`src/rtl/cache_pkg.sv`:
```
// Shared types and constants for the I/D cache memory arbiter.
package cache_pkg;

    localparam int ADDR_W      = 16;
    localparam int DATA_W      = 16;
    localparam int MEM_LAT_DEF = 4;
    localparam int CNT_W       = 3;

    typedef enum logic [1:0] {
        ST_IDLE   = 2'd0,
        ST_I_FILL = 2'd1,
        ST_D_FILL = 2'd2,
        ST_DRAIN  = 2'd3
    } arb_state_e;

    localparam logic OWNER_I = 1'b0;
    localparam logic OWNER_D = 1'b1;

endpackage

```
`src/rtl/inflight_ctr.sv`:
```
// Up/down counter of outstanding memory reads; a decrement at zero is dropped.
module inflight_ctr
    import cache_pkg::*;
#(
    parameter int MAX = MEM_LAT_DEF
) (
    input  logic clk,
    input  logic rst,
    input  logic inc_i,
    input  logic dec_i,
    output logic zero_o,
    output logic nxt_zero_o
);

    logic [CNT_W-1:0] cnt_q;
    logic [CNT_W-1:0] cnt_d;
    logic             dec_eff;

    assign dec_eff = dec_i && (cnt_q != '0);

    always_comb begin
        cnt_d = cnt_q;
        if (inc_i && !dec_eff) begin
            cnt_d = cnt_q + 1'b1;
        end else if (!inc_i && dec_eff) begin
            cnt_d = cnt_q - 1'b1;
        end
    end

    always_ff @(posedge clk) begin
        if (rst) begin
            cnt_q <= '0;
        end else begin
            cnt_q <= cnt_d;
        end
    end

    // More reads in flight than the memory latency allows means the requester misbehaved.
    always_ff @(posedge clk) begin
        if (!rst && inc_i && !dec_eff) begin
            assert (cnt_q < CNT_W'(MAX));
        end
    end

    assign zero_o     = (cnt_q == '0);
    assign nxt_zero_o = (cnt_d == '0);

endmodule

```
`src/rtl/cache_mem_arbiter.sv`:
```
// Arbitrates one memory port between I-cache fills, D-cache fills and D-side write-through stores.
module cache_mem_arbiter
    import cache_pkg::*;
#(
    parameter int MEM_LAT = MEM_LAT_DEF
) (
    input  logic              clk,
    input  logic              rst,
    input  logic              i_req,
    input  logic              i_rd,
    input  logic [ADDR_W-1:0] i_addr,
    input  logic              d_req,
    input  logic              d_rd,
    input  logic [ADDR_W-1:0] d_addr,
    input  logic              d_wr,
    input  logic [ADDR_W-1:0] d_wr_addr,
    input  logic [DATA_W-1:0] d_wr_data,
    input  logic [DATA_W-1:0] mem_rdata,
    input  logic              mem_data_valid,
    output logic              mem_en,
    output logic              mem_wr,
    output logic [ADDR_W-1:0] mem_addr,
    output logic [DATA_W-1:0] mem_wdata,
    output logic              i_grant,
    output logic              d_grant,
    output logic              i_data_valid,
    output logic              d_data_valid,
    output logic [DATA_W-1:0] fill_data,
    output logic              d_wr_stall
);

    arb_state_e state_q;
    arb_state_e state_d;
    logic       last_owner_q;
    logic       last_owner_d;

    logic              rd_issue;
    logic              wr_issue;
    logic [ADDR_W-1:0] rd_addr;
    logic              owner_i;
    logic              owner_d;
    logic              cnt_zero;
    logic              cnt_nxt_zero;
    logic              valid_route;

    inflight_ctr #(
        .MAX (MEM_LAT)
    ) u_inflight_ctr (
        .clk        (clk),
        .rst        (rst),
        .inc_i      (rd_issue),
        .dec_i      (mem_data_valid),
        .zero_o     (cnt_zero),
        .nxt_zero_o (cnt_nxt_zero)
    );

    // A read is issued only while its requester still owns the port and holds req.
    assign rd_issue = !rst && (((state_q == ST_I_FILL) && i_req && i_rd) ||
                               ((state_q == ST_D_FILL) && d_req && d_rd));
    assign rd_addr  = (state_q == ST_I_FILL) ? i_addr : d_addr;
    assign wr_issue = !rst && (state_q == ST_IDLE) && d_wr;

    always_comb begin
        state_d      = state_q;
        last_owner_d = last_owner_q;
        case (state_q)
            ST_IDLE: begin
                if (d_wr) begin
                    state_d = ST_IDLE;
                end else if (i_req && d_req) begin
                    state_d = (last_owner_q == OWNER_D) ? ST_I_FILL : ST_D_FILL;
                end else if (i_req) begin
                    state_d = ST_I_FILL;
                end else if (d_req) begin
                    state_d = ST_D_FILL;
                end
            end
            ST_I_FILL: begin
                if (!i_req) begin
                    last_owner_d = OWNER_I;
                    state_d      = cnt_nxt_zero ? ST_IDLE : ST_DRAIN;
                end
            end
            ST_D_FILL: begin
                if (!d_req) begin
                    last_owner_d = OWNER_D;
                    state_d      = cnt_nxt_zero ? ST_IDLE : ST_DRAIN;
                end
            end
            ST_DRAIN: begin
                if (cnt_nxt_zero) begin
                    state_d = ST_IDLE;
                end
            end
            default: state_d = ST_IDLE;
        endcase
    end

    always_ff @(posedge clk) begin
        if (rst) begin
            state_q      <= ST_IDLE;
            last_owner_q <= OWNER_D;
        end else begin
            state_q      <= state_d;
            last_owner_q <= last_owner_d;
        end
    end

    // In DRAIN the owner is whoever just left the fill state.
    assign owner_i = (state_q == ST_I_FILL) || ((state_q == ST_DRAIN) && (last_owner_q == OWNER_I));
    assign owner_d = (state_q == ST_D_FILL) || ((state_q == ST_DRAIN) && (last_owner_q == OWNER_D));

    assign valid_route  = !rst && mem_data_valid && !cnt_zero;
    assign i_grant      = !rst && owner_i;
    assign d_grant      = !rst && owner_d;
    assign i_data_valid = valid_route && owner_i;
    assign d_data_valid = valid_route && owner_d;
    assign fill_data    = mem_rdata;

    assign d_wr_stall = !rst && d_wr && (state_q != ST_IDLE);
    assign mem_en     = rd_issue || wr_issue;
    assign mem_wr     = wr_issue;
    assign mem_addr   = wr_issue ? d_wr_addr : (rd_issue ? rd_addr : '0);
    assign mem_wdata  = wr_issue ? d_wr_data : '0;

endmodule
```
`config.mk`:
```
export PLATFORM = sky130hd
export DESIGN_NAME = cache_mem_arbiter
export DESIGN_NICKNAME = d
export VERILOG_FILES = /design/src/rtl/cache_pkg.sv /design/src/rtl/inflight_ctr.sv /design/src/rtl/cache_mem_arbiter.sv
export SDC_FILE = /design/constraint.sdc
export NUM_CORES = 1
export LEC_CHECK = 0
export ABC_CLOCK_PERIOD_IN_PS = 2970
export CORE_UTILIZATION = 28
export DETAILED_ROUTE_END_ITERATION = 10
export PLACE_DENSITY = 0.93
export SLEW_MARGIN = 0
export SYNTH_ARGS = -nofsm -noshare
export SYNTH_HDL_FRONTEND = slang
export SYNTH_HIERARCHICAL = 1
export SYNTH_SLANG_ARGS = --single-unit
```
`constraint.sdc`:
```
create_clock -name clk -period 2.97 [get_ports clk]
set_clock_uncertainty 0.1 [all_clocks]
set_input_delay 0.297 -clock clk [delete_from_list [all_inputs] [get_ports clk]]
set_output_delay 0.297 -clock clk [all_outputs]
set_load 0.1 [all_outputs]
```
==> results by group <==
Finish
  – Layout Nets: approximately 360
  – Area of the multi-input gates: 1040 um^2
  – Finished Layout Cells: 310
  – Fill cells: 313
  – Seq. cell area: 120 um^2
  – Synth-to-layout area growth: 124%
  – Fraction of layout cells with a size suffix above 1: 0.254
  – Number of diodes: 0
  – Final Instance Area: 2810 um^2

Job
  – Max Cap Violations: 0

Run status
  – Status: completed

Clock tree
  – CTS Root Cell: clkbuf_8
  – Clk sinks: 6
  – CTS Hold Bufs: 0
  – CTS tree: yes
  – CTS Buf Count: 3
  – PostCTS Resize Cnt: 0
  – Clk buf depth: 2
  – Setup Fix Bufs, Post-CTS: 0
  – Clk slew on worst S/H paths: approximately 0.03 ns
  – H-tree Lvls: 1
  – Worst skew pair latency: 0.23 ns

Timing
  – Slew margin rel.: 0.714
  – Minimum clock period: 2.60 ns
  – Least-Margin Pin Slew: 0.425 ns
  – RSZ-0062 raised after global routing: false
  – Part of the cycle the worst path needs: 0.877
  – Fin. Hold Viols: 0
  – Max frequency: 384 MHz
  – # setup viols final: 0
  – Setup ws final: 0.366 ns
  – Slew Viols, Final: 0

Setup path
  – Reg2reg path depth: 12
  – CP dominant cell by count: buf_12
  – CP Data Required Time: between 2 and 3 ns
  – Critical path arrival: 2.21 ns
  – CP Class: in -> out
  – Crit-path leading delay family: buffers and inverters
  – Setup crit end kind: output pin
  – Buffers and inverters on the worst path: 4
  – CP Depth: 6
  – Flop2flop setup slack: 0.41 ns
  – Slowest cell on crit path: clkdlybuf4s50_1
  – Largest stage delay on the critical path: 0.50 ns
  – CP Launch Type: input port
  – CP cell instances: clkdlybuf4s50_1, buf_4, and3b_2, buf_12, o31ai_1, buf_12
  – Max FO, Critical Path: 29

GRT
  – Initial antenna violation count: 0
  – GRT Overall Usage: 0.201
  – First-pass GRT wire length: 7100 um
  – Vias in the first global route: 1541
  – Gr ovfl total: 0
  – Largest net degree at the start of global routing: 30

Synth
  – Yosys warns: 6
  – Async set-reset flop share out of synthesis: 0
  – Post-Syn Area: 1260 um^2
  – Avg Inst Size Synth: between 7 and 8 um^2
  – Distinct cells, synth: 41
  – Top post-synthesis cells by count: nand2_1, and2_1, buf_4, mux2i_1, o31ai_1
  – Flops & latches, synth: 6
  – Net Count, Synth: 266
  – Top-count cell post-synth: nand2_1
  – Mapped Cells: 170
  – Register area share after synthesis: 0.0956
  – Post-synth top area share: 0.127
  – Top cells by area in the synthesized netlist: mux2i_1, dfxtp_1, buf_4
  – Synth area leader: mux2i_1
  – Post-synth EDFFs: 0
  – Predominant post-synthesis flop cell: dfxtp_1

Die
  – Die width: 69.0 um
  – DIE AREA: roughly 4800 um^2
  – Core area: roughly 4100 um^2
  – Initial Util: 0.303
  – Num rows: 23
  – IO Count: 143
  – Die Ht: around 69 um

Place
  – Final GP Congestion: 0.955
  – PortBufs: 110
  – Detailed Place HPWL: between 3000 and 4000 um
  – Placed Cells: slightly above 300
  – Dpl ws: 0.199 ns
  – Dpl cell area: about 2800 um^2

Power
  – Sw frac: 0.573
  – Leak pwr: 1.07 nW
  – PwrDens: ~840 nW/um^2
  – Cell Int Power: between 1 and 1.5 mW
  – Combinational Power Share: 0.874
  – Sequential share of power: 0.074
  – Pwr Total: 2.36 mW
  – Worst IR Drop VDD: approximately 0.36 mV
  – Net Switching: 1.35 mW
  – Clock Power Share: 0.053

Route
  – Via/cell ratio: 5.10
  – DRC: 0
  – Routed vias: 1582
  – Post-route ant nets: 0
  – Drt wl/cell: roughly 15 um
  – Total wire length: 4730 um
  – Drt initial violations: 85
  – DRT Pass-1 Iters: 4

Min path
  – WHS Path Cells: 2
  – HP Class: reg -> reg
final timing paths:
check | startpoint | end
max | rst | mem_addr[15]
min | last_owner_q | last_owner_q
max reg2reg | state_q[0] | state_q[0]
min reg2reg | last_owner_q | last_owner_q
worst register-to-register path, stage by stage, from the launching register on:
cell	delay [ns]
dfxtp_1	0.34
inv_1	0.12
ha_1	0.24
nand3_1	0.10
a21o_1	0.18
inv_2	0.16
nor2b_1	0.09
a211o_2	0.33
a21oi_1	0.11
o31a_1	0.16
nand2b_1	0.16
a31oi_1	0.10
a311oi_1	0.26
layer usage:
layer / part of all wire / track usage
met5: 0 / 0
met4: 0.0070 / 0.0536
met3: 0.086 / 0.0493
met2: 0.54 / 0.365
met1: 0.36 / 0.231
registers in the layout (all words and copies together) (netlist names):
name,count
u_inflight_ctr/cnt_q,3
state_q,2
last_owner_q,1
logic make-up (layout without fill, tap and decap cells):
logic type                 after synthesis  after routing  synth area share
AOI/OAI and AO/OA                       36             36             0.215
xor gates and xnor gates                 2              2            0.0139
adders and majority gates                8              8            0.0797
buffers and inverters                   36            126             0.161
DFF                                      6              6            0.0956
muxes                                   16             16             0.127
and+or+nand+nor                         66             66             0.307
power groups by stage:
| stage | sequential [mW] | clock (mW) | combinational [mW] |
|---|---|---|---|
| after floorplan | 0.156 | 0 | 1.50 |
| after global placement | 0.167 | 0 | 2.02 |
| after detailed placement | 0.170 | 0 | 2.06 |
| after CTS | 0.170 | 0.125 | 2.07 |
| after global routing | 0.179 | 0.130 | 2.16 |
| final | 0.173 | 0.124 | 2.06 |
final cells by class:
class,count,area share
Inverter,8,0.0107
Timing Repair Buffer,115,0.539
Sequential cell,6,0.0427
Multi-Input combinational cell,128,0.371
Tap cell,50,0.0222
Clock buffer,3,0.0147
metrics by stage:
stage | hold WS, ns | TNS (ns) | util
after floorplan | 0.260 | -6.49 | -
after global placement | 0.453 | 0 | 0.669
after detailed placement | 0.458 | 0 | 0.669
after CTS | 0.463 | 0 | 0.679
after global routing | 0.494 | 0 | 0.679
final | 0.478 | 0 | 0.679
placed cells by master, fill, tap and decap left out, types with 2 or more instances in the layout:
cell type         n
a21oi_1           5
a311oi_1          2
a31oi_1           2
and2_1           16
buf_12           38
buf_4             6
clkbuf_8          3
clkdlybuf4s50_1  71
dfxtp_1           6
ha_1              8
inv_1             7
mux2i_1          16
nand2_1          17
nand2b_1          5
nand3_1           4
nand3b_1          2
nor2_1            6
nor2b_1           4
nor3_2            2
o211ai_1          2
o31ai_1           7
o31ai_2           3
o31ai_4           6
xnor2_1           2
(Power assumes the default switching activity.)
